File: src/rtl/flick_pkg.sv
// Shared definitions for the flick push-button conditioner.
package flick_pkg;

    localparam int DEBOUNCE_CYCLES_DEF = 4;
    localparam int LONG_CYCLES_DEF     = 64;
    localparam int DB_STATE_W          = 2;

    typedef enum logic [DB_STATE_W-1:0] {
        IDLE         = 2'd0,
        PRESS_WAIT   = 2'd1,
        PRESSED      = 2'd2,
        RELEASE_WAIT = 2'd3
    } db_state_t;

endpackage : flick_pkg

File: src/rtl/sync_2ff.sv
// Generic two-flop synchronizer for asynchronous level inputs.
module sync_2ff #(
    parameter int WIDTH = 1
) (
    input  logic             clk,
    input  logic             reset,
    input  logic [WIDTH-1:0] d,
    output logic [WIDTH-1:0] q
);

    logic [WIDTH-1:0] sync_q1;
    logic [WIDTH-1:0] sync_q2;

    // Two back-to-back flops; the second stage is the only one consumers may use.
    always_ff @(posedge clk or posedge reset) begin
        if (reset) begin
            sync_q1 <= '0;
            sync_q2 <= '0;
        end else begin
            sync_q1 <= d;
            sync_q2 <= sync_q1;
        end
    end

    assign q = sync_q2;

endmodule : sync_2ff

File: src/rtl/flick_conditioner.sv
// Debounce front end for the flick button: emits one mode-advance strobe per
// accepted press, a one-shot long-press strobe, and the debounced level.
//
// state        | meaning
// -------------+-----------------------------------------------------------
// IDLE         | button released and stable
// PRESS_WAIT   | synchronized level went high, counting confirming samples
// PRESSED      | press accepted, counting hold time toward long press
// RELEASE_WAIT | level went low while pressed, counting confirming samples;
//              | hold time is parked in hold_cnt in case this is a glitch
module flick_conditioner
    import flick_pkg::*;
#(
    parameter int DEBOUNCE_CYCLES = DEBOUNCE_CYCLES_DEF,
    parameter int LONG_CYCLES     = LONG_CYCLES_DEF
) (
    input  logic                  clk,
    input  logic                  reset,
    input  logic                  flick,
    output logic                  pulse_flick,
    output logic                  long_press,
    output logic                  flick_level,
    output logic [DB_STATE_W-1:0] db_state
);

    localparam int CNT_W = $clog2(LONG_CYCLES + 1);

    localparam logic [CNT_W-1:0] DEB_TC   = CNT_W'(DEBOUNCE_CYCLES - 1);
    localparam logic [CNT_W-1:0] LONG_TC  = CNT_W'(LONG_CYCLES - 1);
    localparam logic [CNT_W-1:0] LONG_MAX = CNT_W'(LONG_CYCLES);
    localparam logic [CNT_W-1:0] CNT_ONE  = CNT_W'(1);

    logic             s;
    db_state_t        state;
    db_state_t        state_nxt;
    logic [CNT_W-1:0] cnt;
    logic [CNT_W-1:0] cnt_nxt;
    logic [CNT_W-1:0] hold_cnt;
    logic [CNT_W-1:0] hold_cnt_nxt;
    logic             long_done;
    logic             long_done_nxt;
    logic             pulse_nxt;
    logic             long_nxt;
    logic             level_nxt;

    sync_2ff #(
        .WIDTH (1)
    ) u_sync_flick (
        .clk   (clk),
        .reset (reset),
        .d     (flick),
        .q     (s)
    );

    // State, shared counter, parked hold time and output registers.
    always_ff @(posedge clk or posedge reset) begin
        if (reset) begin
            state       <= IDLE;
            cnt         <= '0;
            hold_cnt    <= '0;
            long_done   <= 1'b0;
            pulse_flick <= 1'b0;
            long_press  <= 1'b0;
            flick_level <= 1'b0;
        end else begin
            state       <= state_nxt;
            cnt         <= cnt_nxt;
            hold_cnt    <= hold_cnt_nxt;
            long_done   <= long_done_nxt;
            pulse_flick <= pulse_nxt;
            long_press  <= long_nxt;
            flick_level <= level_nxt;
        end
    end

    // Next-state and next-output decode; a change of s always beats a
    // counter reaching its threshold on the same edge.
    always_comb begin
        state_nxt     = state;
        cnt_nxt       = cnt;
        hold_cnt_nxt  = hold_cnt;
        long_done_nxt = long_done;
        pulse_nxt     = 1'b0;
        long_nxt      = 1'b0;
        level_nxt     = flick_level;

        case (state)
            IDLE: begin
                if (s) begin
                    state_nxt = PRESS_WAIT;
                    cnt_nxt   = CNT_ONE;
                end else begin
                    cnt_nxt   = '0;
                end
            end

            PRESS_WAIT: begin
                if (!s) begin
                    state_nxt = IDLE;
                    cnt_nxt   = '0;
                end else if (cnt == DEB_TC) begin
                    state_nxt = PRESSED;
                    cnt_nxt   = '0;
                    pulse_nxt = 1'b1;
                    level_nxt = 1'b1;
                end else begin
                    cnt_nxt   = cnt + CNT_ONE;
                end
            end

            PRESSED: begin
                if (!s) begin
                    state_nxt    = RELEASE_WAIT;
                    hold_cnt_nxt = cnt;
                    cnt_nxt      = CNT_ONE;
                end else begin
                    if (cnt != LONG_MAX) begin
                        cnt_nxt = cnt + CNT_ONE;
                    end
                    // long_done keeps a restored hold time from firing twice
                    if ((cnt == LONG_TC) && !long_done) begin
                        long_nxt      = 1'b1;
                        long_done_nxt = 1'b1;
                    end
                end
            end

            RELEASE_WAIT: begin
                if (s) begin
                    state_nxt = PRESSED;
                    cnt_nxt   = hold_cnt;
                end else if (cnt == DEB_TC) begin
                    state_nxt     = IDLE;
                    cnt_nxt       = '0;
                    level_nxt     = 1'b0;
                    long_done_nxt = 1'b0;
                end else begin
                    cnt_nxt = cnt + CNT_ONE;
                end
            end

            default: begin
                state_nxt = IDLE;
                cnt_nxt   = '0;
            end
        endcase
    end

    assign db_state = state;

endmodule : flick_conditioner

File: config.mk
export PLATFORM = sky130hd
export DESIGN_NAME = flick_conditioner
export DESIGN_NICKNAME = d
export VERILOG_FILES = /design/src/rtl/flick_pkg.sv /design/src/rtl/sync_2ff.sv /design/src/rtl/flick_conditioner.sv
export SDC_FILE = /design/constraint.sdc
export NUM_CORES = 1
export LEC_CHECK = 0
export CAP_MARGIN = 10
export CORE_ASPECT_RATIO = 0.6
export CORE_MARGIN = 2
export CORE_UTILIZATION = 51
export DETAILED_ROUTE_END_ITERATION = 12
export MAX_ROUTING_LAYER = met4
export PLACE_DENSITY = 0.85
export SETUP_SLACK_MARGIN = 0.02
export SLEW_MARGIN = 20
export SYNTH_ARGS = -nofsm -noshare
export SYNTH_HDL_FRONTEND = slang
export SYNTH_SLANG_ARGS = --single-unit
File: constraint.sdc
create_clock -name clk -period 1.7 [get_ports clk]
set_input_delay 0.34 -clock clk [delete_from_list [all_inputs] [get_ports clk]]
set_output_delay 0.34 -clock clk [all_outputs]
set_load 0.01 [all_outputs]
; Yosys cells after proc, flatten, opt, wreduce, memory -nomap -nowiden
; Cells that the tools add are included.
[classes]
addsub = 1
n_eq_ne = 17
mux = 28
bitwise = 1
n_reduce_logical = 9
[ops]
columns = op, count
row1 = $mux W7, 5
row2 = $pmux W7 S4, 1
row3 = $mux W1, 13
row4 = $mux W2, 6
row5 = $ne A2 B2 Y1 const B, 5
row6 = $reduce_and A5 Y1, 2
row7 = $pmux W2 S4, 1
row8 = $add A7 B1 Y7 const B, 1
row9 = $eq A7 B2 Y1 const B, 1
row10 = $eq A7 B6 Y1 const B, 1
row11 = $ne A7 B7 Y1 const B, 1
row12 = $ne A2 B1 Y1 const B, 3
row13 = $ne A3 B3 Y1 const B, 2
row14 = $eq A2 B2 Y1 const B, 2
row15 = $pmux W1 S2, 2
row16 = $reduce_and A4 Y1, 1
row17 = $reduce_bool A2 Y1, 2
row18 = $ne A3 B2 Y1 const B, 1
row19 = $eq A2 B1 Y1 const B, 1
row20 = $logic_not A2 Y1, 1
row21 = $reduce_and A2 Y1, 1
row22 = $logic_and A1 B1 Y1, 1
row23 = $logic_not A1 Y1, 1
row24 = $not A1 Y1, 1
[word_totals]
ff_bits = 22
inputBits = 3
out_inout_bits = 5
word_cells = 65

; Longest topological paths before layout
; Gate-level depths: netlist of the first run.
[logic_depth]
ltp_word = 5
depth_mapped = 5
mapped_depth_nobuf = 5

; Hierarchy
; From an unflattened synthesis of the first run, not the netlist that was laid out.
[unflattened]
hier_cells = 97
hier_area_um2 = 1074.8
[by_module_without_submodules]
columns = module, instances, cells_each, area_per_inst_um2, seq_area_each_um2
row1 = flick_conditioner, 1, 94, 1021.0, 500.5
row2 = sync_2ff, 1, 3, 53.8, 50.0

; Worst setup path before layout of the first run
; Ideal clock, no wire load.
[synth_timing]
kind = reg-to-reg
from = reg cnt[0]
to = reg cnt[1]
setup_time_ns = 0.122
arrival_ns = 1.525
required_time_ns = 1.578
path_slack_ns = 0.054
path_stages_with_launch = 6
n_path_buf = 0
synth_period_minus_slack_ns = 1.646
cell_sequence = dfrtp_1 > ha_1 > nor2b_1 > nand2_1 > a32o_1 > a32o_1
[synth_via]
elab_chain_len = 4
word_cells_on_any_way = 10
cone_classes = 1 x add/sub / 3 x eq/ne / 6 x mux
[synth_lines]
columns = item, line_no
row1 = from (decl), flick_conditioner.sv:36  ; logic [CNT_W-1:0] cnt;
row2 = from (signal assigned), flick_conditioner.sv:67  ; cnt <= cnt_nxt;
row3 = $add A7 B1 Y7 or $eq A7 B2 Y1 (tied branches), n/a
row4 = "$mux W7, on equally long branches", "flick_conditioner.sv:101, flick_conditioner.sv:132, flick_conditioner.sv:117"
row5 = "$mux W7, on equally long branches", "flick_conditioner.sv:129, flick_conditioner.sv:98, flick_conditioner.sv:112"
row6 = $pmux W7 S4, flick_conditioner.sv:87  ; case (state)
; Several ways; a longest one is shown, not always the timed one. The select of a mux whose other input is x is not followed.
; A chain may end at the register's enable or synchronous reset.

; Worst setup path in the final report of the first run
[layout_timing]
from = reg cnt[3]
to = reg cnt[0]
[layout_via]
elab_chain_len = 4
word_cells_on_any_way = 7
cone_classes = 3 x eq/ne / 4 x mux
[layout_lines]
columns = item, line_no
row1 = $eq A7 B2 Y1, "flick_conditioner.sv:101, flick_conditioner.sv:132"
row2 = $mux W7, "flick_conditioner.sv:101, flick_conditioner.sv:132"
row3 = "$mux W7, on equally long branches", "flick_conditioner.sv:129, flick_conditioner.sv:98"
row4 = $pmux W7 S4, flick_conditioner.sv:87
; Several ways; a longest one is shown, not always the timed one.

==> results.toml, run 1 <==
[timing]
drv_slew = 0
skew_ns = 0.00243
rsz0062_at_grt = "no"
tightest_slew_ns = 0.522
fin_crit_sh = 0.935
tns_ns = 0
hold_violations = 0
period_needed_ns = 1.59
max-slew-margin-rel = 0.652
setup_violations = 0
max_freq_mhz = 629

[worst_setup_path]
cp_data_required_time_ns = 1.85
reg2reg_from = "cnt[3]"
cp-start-kind = "flip-flop"
r2r_setup_slack_ns = 0.11
ff2ff_path_depth = 5
critPathKind = "flip-flop to flip-flop"
cp-end-kind = "flip-flop"
cp_cell_sequence = "nor4_4 -> buf_4 -> nand3_2 -> and3_1 -> o32a_1"
critPathMaxFanout = 7
reg2reg_to = "cnt[0]"
worstPathArrival_ns = 1.74
max_stage_delay_ns = 0.41
slowest_stage = "dfrtp_1"

[global_routing]
grt_remaining_overflow = 0
grt_pass1_vias = 911
track_usage = 0.247
antenna_found_initial = 0
grt_max_degree = 23
grt_first_pass_wirelength_um = 4490

[clocking]
cts_buffers = 3
cts_tree = "yes"
cts_hold_buffers = 0
clkTransAtPathRegs_ns = 0.07
clkLatencyLatePin_ns = 0.27
clockBufferDepth = 2
ctsHtreeMaxLevel = 1
clkSinkCount = 22
cts-root-buf = "clkbuf_8"

[layout]
area_growth_pct = 27.1
drive_gt1_frac = 0.313
nNetsFinal = 151
final_common_cell = "buf_4"
fillCellCount = 159
antennaDiodeCount = 0
final_cell_mix = "buf_4, dfrtp_1, nand2_1"
final_cell_area_sq_mm = 0.00150
utilization = 0.688

[detailed_routing]
drt_iter0_markers = 163
drc_errors = 0
drtPass1Iterations = 4
via_per_inst = 6.12
routed_wl_um = 2800
vias = 1065
wl_per_cell_um = 16.1
drtAntennaViolNets = 0

[logic_synthesis]
avgSynthCellArea_sq_um = 10.3
synth_edf_count = 0
synth_seq_cells = 22
synth_nets = 120
syn_inst = 115
async_flop_share = 1.00
synth_ff_type = "dfrtp_1"
seq_area_frac_synth = 0.467
syn_area_sq_mm = 0.00118
yosysUniqueCellTypes = 38
ys.warnings.count = 0

[floorplanning]
fp.dieH_um = 41.3
initial_utilization = 0.541
ioPinCount = 8
fp.coreArea_sq_mm = 0.00218
die_area_sq_mm = 0.00273
die_w_um = 66.1
rows = 13

[pwr]
power.leakage_nw = 0.668
peakVddDrop_mv = 0.831
power_density_mw_per_mm2 = 1390

[job]
max-cap-violations = 0

[hold_path]
hold_end = "u_sync_flick.q"
whs_path_depth = 0
hp-class = "flip-flop to flip-flop"
hold_path.startpoint = "u_sync_flick.sync_q1"

[place]
io_buffer_count = 7
gp_congestion = 0.955
post_dp_cell_area_sq_mm = 0.00141
dp_hpwl_um = 1990

[outcome]
status = "completed"
-- worst max path at each step --
| stage | slack (ns) | end | depth (start not counted) | from |
|---|---|---|---|---|
| final | 0.11 | cnt[0] | 5 | cnt[3] |
| after floorplan | 0.05 | cnt[1] | 5 | cnt[0] |
| after detailed placement | 0.03 | cnt[0] | 4 | cnt[2] |
| after CTS | 0.02 | db_state[0] | 1 | db_state[0] |
| after global placement | 0.05 | cnt[0] | 4 | cnt[2] |
| after global routing | 0.02 | cnt[5] | 5 | cnt[2] |
-- cells by family (layout without fill, tap and decap cells) --
family | Yosys count | count (layout) | share of synthesized area
simple gates | 41 | 41 | 0.206
compound gates | 28 | 28 | 0.168
flops | 22 | 22 | 0.467
buf+inv | 10 | 39 | 0.0329
mux | 8 | 8 | 0.0764
xor+xnor | 4 | 4 | 0.0297
fa+ha+maj | 2 | 2 | 0.0212
-- per-stage QoR --
stage / hold WS (ns) / power (W) / instances / setup slack, ns
3_5_place_dp: 0.357 / 0.00165 / 166 / 0.0305
6_report: 0.369 / 0.00209 / 174 / 0.110
3_3_place_gp: 0.335 / 0.00163 / 166 / 0.0550
4_1_cts: 0.374 / 0.00199 / 169 / 0.0210
2_1_floorplan: 0.329 / 0.00126 / 115 / 0.0538
5_1_grt: 0.372 / 0.00220 / 174 / 0.0227
-- repair_timing --
action,in CTS,in global routing
endpoints found under the setup margin,2,9
hold endpoints to repair,0,0
gates resized for setup,2,3
buffers inserted,0,5
pin swaps,0,2
-- layer usage --
layer  up-vias  GRT usage  wire length [um]
met3         4     0.0495               294
met4         0     0.0918                34
met5         -          -                 0
met2        58      0.385              1230
li1        487          -                 -
met1       516      0.328              1240
-- synthesized netlist by cell type (2+ instances only) --
cell       instances  area (sq um)
a21oi_1            5          25.0
a32o_1             2          20.0
and3_1             2          12.5
clkbuf_1           4          15.0
dfrtp_1           22           551
ha_1               2          25.0
inv_1              4          15.0
mux2_2             8          90.1
nand2_1           10          37.5
nand2b_1           5          31.3
nand3_1            8          40.0
nand4_1            2          12.5
nor2_1             3          11.3
nor3_1             2          10.0
o2111ai_1          3          26.3
o21a_1             3          22.5
o21ai_0            5          25.0
o22ai_1            2          12.5
o31ai_1            2          15.0
xnor2_1            2          17.5
xor2_1             2          17.5
-- state kept, by name (all words and copies together) (netlist names), named ones only --
register	cells
cnt	7
db_state	1
flick_level	1
hold_cnt	7
long_done	1
long_press	1
pulse_flick	1
u_sync_flick.q	1
u_sync_flick.sync_q1	1
-- layout make-up --
type                            count  area (sq um)  area share
Multi-Input combinational cell     83           596       0.397
Clock buffer                        3          41.3      0.0275
Inverter                            4          15.0      0.0100
Tap cell                           30          37.5      0.0250
Sequential cell                    22           553       0.369
Timing Repair Buffer               32           258       0.172
-- power by group --
group	internal, W	total, W	switching, W	leakage (nW)
Combinational	0.000535	0.00104	0.000501	0.361
Sequential	0.000640	0.000725	0.0000849	0.286
Clock	0.000159	0.000325	0.000166	0.0216
-- critical path: cells and delay by family (launching register included) --
kind	cells	cell delay, ns
and+or+nand+nor	3	0.55
DFF	1	0.41
AOI/OAI and AO/OA	1	0.32
buffers and inverters	1	0.19
Power figures use the tool's default switching activity.
==> run 2: changes to the inputs <==
ABC_CLOCK_PERIOD_IN_PS = 1700   (was not set)
CTS_BUF_LIST = sky130_fd_sc_hd__clkbuf_16   (was not set)
==> run 2 against run 1 <==
Effect of this change: combinational power fell by 5%; fmax decreased by 3.5%; via count down 2.3%; sequential cell count is the same; power grew 8.3%; sequential share of layout area shrank 0.69 points; non-clock buffer count down 2; worst setup slack got worse by 0.057 ns; global-route usage grew 0.45 points; register-to-register slack about the same; largest cell class unchanged.
==> results.toml, run 2 (same netlist as run 1, synthesis figures left out) <==
[outcome]
status = "completed"

[layout]
final_cell_area_sq_mm = 0.00153
nNetsFinal = 149
drive_gt1_frac = 0.303
utilization = 0.701
final_cell_mix = "buf_4, dfrtp_1, nand2_1"
area_growth_pct = 29.6
reg_top3 = "cnt: 7 flops, hold_cnt: 7 flops"
final_common_cell = "buf_4"
instances_no_fill = 172
fillCellCount = 159
antennaDiodeCount = 0

[pwr]
switching_share = 0.350
p_comb_frac = 0.437
power.leakage_nw = 0.675
p_seq_frac = 0.342
p_switching_w = 0.000791
internal_power_w = 0.00147
power_density_mw_per_mm2 = 1480
peakVddDrop_mv = 0.669
p_clk_frac = 0.221

[place]
io_buffer_count = 7
dp_hpwl_um = 1990
post_dp_cell_area_sq_mm = 0.00141
gp_congestion = 0.955
dp.cells = 166
place_ws_ns = 0.0305

[hold_path]
hp-class = "flip-flop to flip-flop"
whs_path_depth = 0
hold_path.startpoint = "u_sync_flick.sync_q1"

[worst_setup_path]
reg2reg_from = "cnt[3]"
max_stage_delay_ns = 0.57
worst-path-buf-inv = 1
critPathMaxFanout = 10
critPathKind = "flip-flop to output port"
reg2reg_to = "cnt[0]"
cp_data_required_time_ns = 1.36
cp_top_family = "buffers and inverters"
worstPathArrival_ns = 1.31
cp-start-kind = "flip-flop"
crit_end = "db_state[1]"
cp-end-kind = "output port"
path_depth = 1
r2r_setup_slack_ns = 0.12
slowest_stage = "clkdlybuf4s50_1"
ff2ff_path_depth = 5
cp_cell_sequence = "clkdlybuf4s50_1"

[global_routing]
grt_first_pass_wirelength_um = 4610
grt_pass1_vias = 925
grt_remaining_overflow = 0
track_usage = 0.252
grt_max_degree = 23
antenna_found_initial = 0

[floorplanning]
initial_utilization = 0.541
die_w_um = 66.1
rows = 13
ioPinCount = 8
die_area_sq_mm = 0.00273
fp.dieH_um = 41.3
fp.coreArea_sq_mm = 0.00218

[detailed_routing]
drt_iter0_markers = 153
vias = 1041
routed_wl_um = 2930
wl_per_cell_um = 17.0
drtPass1Iterations = 4
drc_errors = 0
drtAntennaViolNets = 0
via_per_inst = 6.05

[job]
max-cap-violations = 0

[timing]
max_freq_mhz = 607
hold_violations = 0
drv_slew = 0
rsz0062_at_grt = "no"
tightest_slew_ns = 0.542
max-slew-margin-rel = 0.639
tns_ns = 0
fin_crit_sh = 0.969
setup_violations = 0
worst_slack_ns = 0.0527
period_needed_ns = 1.65
skew_ns = 0.00216

[clocking]
cts_tree = "yes"
cts_buffers = 3
clockBufferDepth = 2
ctsHtreeMaxLevel = 1
clkLatencyLatePin_ns = 0.25
clkTransAtPathRegs_ns = 0.06
cts-root-buf = "clkbuf_16"
cts_hold_buffers = 0
clkSinkCount = 22
==> run 2: timing repair <==
item / in CTS / in global routing
resized for setup: 2 / 3
gates cloned: 0 / 0
pin swaps: 0 / 1
buffers inserted: 0 / 3
setup endpoints to repair: 2 / 8
==> run 2: metrics by stage <==
stage	power, W	hold WS [ns]
after CTS	0.00216	0.370
after floorplan	0.00126	0.329
after global routing	0.00236	0.367
after detailed placement	0.00165	0.357
after global placement	0.00163	0.335
final	0.00226	0.366
==> run 2: area by class of cell <==
class,instances,area (sq um),area share
clock buffers,3,75.1,0.0491
inverters,4,15.0,0.00982
multi-input cells,83,606,0.396
flip-flops and latches,22,553,0.362
well taps,30,37.5,0.0245
repair buffers,30,243,0.159
==> run 2: worst min-delay path by stage <==
stage	to
floorplan	async pin
global placement	u_sync_flick.q
detailed placement	u_sync_flick.q
CTS	u_sync_flick.q
global route	u_sync_flick.q
finish	u_sync_flick.q
==> run 2: layer usage <==
layer,wire length (um),track usage,vias to the layer above
met5,0,-,-
met4,25,0.0612,0
li1,-,-,478
met3,236,0.0577,6
met2,1320,0.395,54
met1,1350,0.338,503
==> run 2: power groups by stage <==
| stage | combinational [W] | sequential [W] | clock [W] |
|---|---|---|---|
| after floorplan | 0.000514 | 0.000747 | 0 |
| after global placement | 0.000849 | 0.000778 | 0 |
| after detailed placement | 0.000871 | 0.000784 | 0 |
| after CTS | 0.000880 | 0.000780 | 0.000497 |
| after global routing | 0.00106 | 0.000784 | 0.000517 |
| final | 0.000987 | 0.000773 | 0.000499 |
==> run 3: changes to the inputs <==
ABC_CLOCK_PERIOD_IN_PS = 1350   (was 1700)
clock period = 1.35 ns   (was 1.7 ns; I/O delays follow)
==> run 3 against run 2 <==
Effect of this change: the run now ends with negative setup slack left; core utilization increased by 14 points; largest cell class unchanged; clock power increased by 67%; die area unchanged; count of clock-buffer cells in the layout unchanged; hold slack got worse by 0.012 ns; non-clock buffer count increased by 17.
==> results.toml, run 3 (same netlist as run 1, synthesis figures left out) <==
[outcome]
status = "finished with violations"
violations = "negative setup slack"

[timing]
fin_crit_sh = 1.20
max_freq_mhz = 617
worst_slack_ns = -0.271
drv_slew = 0
tightest_slew_ns = 0.369
skew_ns = 0.00381
hold_violations = 0
rsz0062_at_grt = "yes"
max-slew-margin-rel = 0.752
period_needed_ns = 1.62
hold_ws_ns = 0.353
setup_violations = 19

[pwr]
p_seq_frac = 0.266
power.leakage_nw = 0.834
p_clk_frac = 0.230
internal_power_w = 0.00237
p_comb_frac = 0.503
power_density_mw_per_mm2 = 1960
p_switching_w = 0.00125
switching_share = 0.346
peakVddDrop_mv = 1.17

[worst_setup_path]
critPathKind = "flip-flop to flip-flop"
r2r_setup_slack_ns = -0.27
cp-end-kind = "flip-flop"
cp_data_required_time_ns = 1.49
reg2reg_to = "cnt[0]"
reg2reg_from = "cnt[2]"
critPathMaxFanout = 5
ff2ff_path_depth = 5
worstPathArrival_ns = 1.76
cp-start-kind = "flip-flop"

[place]
gp_congestion = 1.03
io_buffer_count = 7
post_dp_cell_area_sq_mm = 0.00153
place_ws_ns = -0.239
dp.cells = 173
dp_hpwl_um = 2360

[detailed_routing]
routed_wl_um = 3950
via_per_inst = 6.19
met1_length_um = 1690
wl_met2_um = 1890
wl_per_cell_um = 20.8
drc_errors = 0
top_layer_used = "met4"
vias = 1176
drt_iter0_markers = 95
drtAntennaViolNets = 0
dr_wl_met3_um = 310
drtPass1Iterations = 4

[layout]
final_cell_area_sq_mm = 0.00184
layout.area.seq_sq_um = 558
utilization = 0.846
final_common_cell = "buf_4"
fillCellCount = 118
nNetsFinal = 166
area_growth_pct = 56.3
final_cell_mix = "buf_4, dfrtp_1, nand2_1"
reg_top3 = "cnt: 7 flops, hold_cnt: 7 flops"
drive_gt1_frac = 0.494
multi_input_area_sq_um = 729
antennaDiodeCount = 0
instances_no_fill = 190

[clocking]
ctsHtreeMaxLevel = 1
clkLatencyLatePin_ns = 0.25
cts_buffers = 3
cts-root-buf = "clkbuf_16"
clockBufferDepth = 2
cts_tree = "yes"
cts_hold_buffers = 0
clkSinkCount = 22
clkTransAtPathRegs_ns = 0.06

[global_routing]
grt_max_degree = 23
grt_remaining_overflow = 0
grt_pass1_vias = 1085
track_usage = 0.307
antenna_found_initial = 0
grt_first_pass_wirelength_um = 5530

[floorplanning]
fp.dieH_um = 41.3
fp.coreArea_sq_mm = 0.00218
ioPinCount = 8
rows = 13
die_area_sq_mm = 0.00273
initial_utilization = 0.541
die_w_um = 66.1

[hold_path]
hp-class = "input pin to async pin"

[job]
max-cap-violations = 0
==> run 3: what timing repair did <==
item                                    in CTS  in global routing
gates cloned                                 0                  0
endpoints found under the setup margin      24                 20
pin swaps                                    6                 10
setup buffers                                6                  7
gates resized for setup                     16                 18
==> run 3: area by class of cell <==
cell class / instances / area share
well taps: 30 / 0.0204
repair buffers: 47 / 0.216
clock inverters: 1 / 0.0163
inverters: 4 / 0.00814
flip-flops and latches: 22 / 0.303
clock buffers: 3 / 0.0407
multi-input cells: 83 / 0.396
==> run 3: critical path, cell delays in order (launching register included) <==
cell	delay, ns
dfrtp_1	0.41
nor4_4	0.42
buf_4	0.23
a21oi_1	0.08
o21a_1	0.19
o32a_1	0.17
==> run 3: worst max path at each step <==
stage	start	end	slack [ns]	cells after the start
finish	cnt[2]	cnt[0]	-0.27	5
global route	cnt[4]	cnt[0]	-0.35	5
CTS	cnt[2]	cnt[0]	-0.21	4
detailed placement	cnt[4]	cnt[0]	-0.24	4
global placement	cnt[4]	cnt[0]	-0.18	4
floorplan	cnt[4]	cnt[0]	-0.25	4
==> run 3: layer usage <==
metal  vias up  track usage
li1        512            -
met4         0       0.0816
met2        76        0.503
met5         -            -
met3        11       0.0714
met1       577        0.394
==> run 3: power by group through the flow <==
stage                     Clock, W  Combinational [W]  Sequential (W)
after floorplan                  0           0.000744        0.000959
after global placement           0            0.00120        0.000995
after detailed placement         0            0.00123         0.00101
after CTS                 0.000847            0.00154        0.000945
after global routing      0.000867            0.00190        0.000977
final                     0.000834            0.00182        0.000965
==> run 3: per-stage QoR <==
step | power [W] | TNS, ns
2_1_floorplan | 0.00170 | -1.26
3_3_place_gp | 0.00219 | -0.711
3_5_place_dp | 0.00224 | -1.38
4_1_cts | 0.00333 | -1.46
5_1_grt | 0.00375 | -3.24
6_report | 0.00362 | -2.17
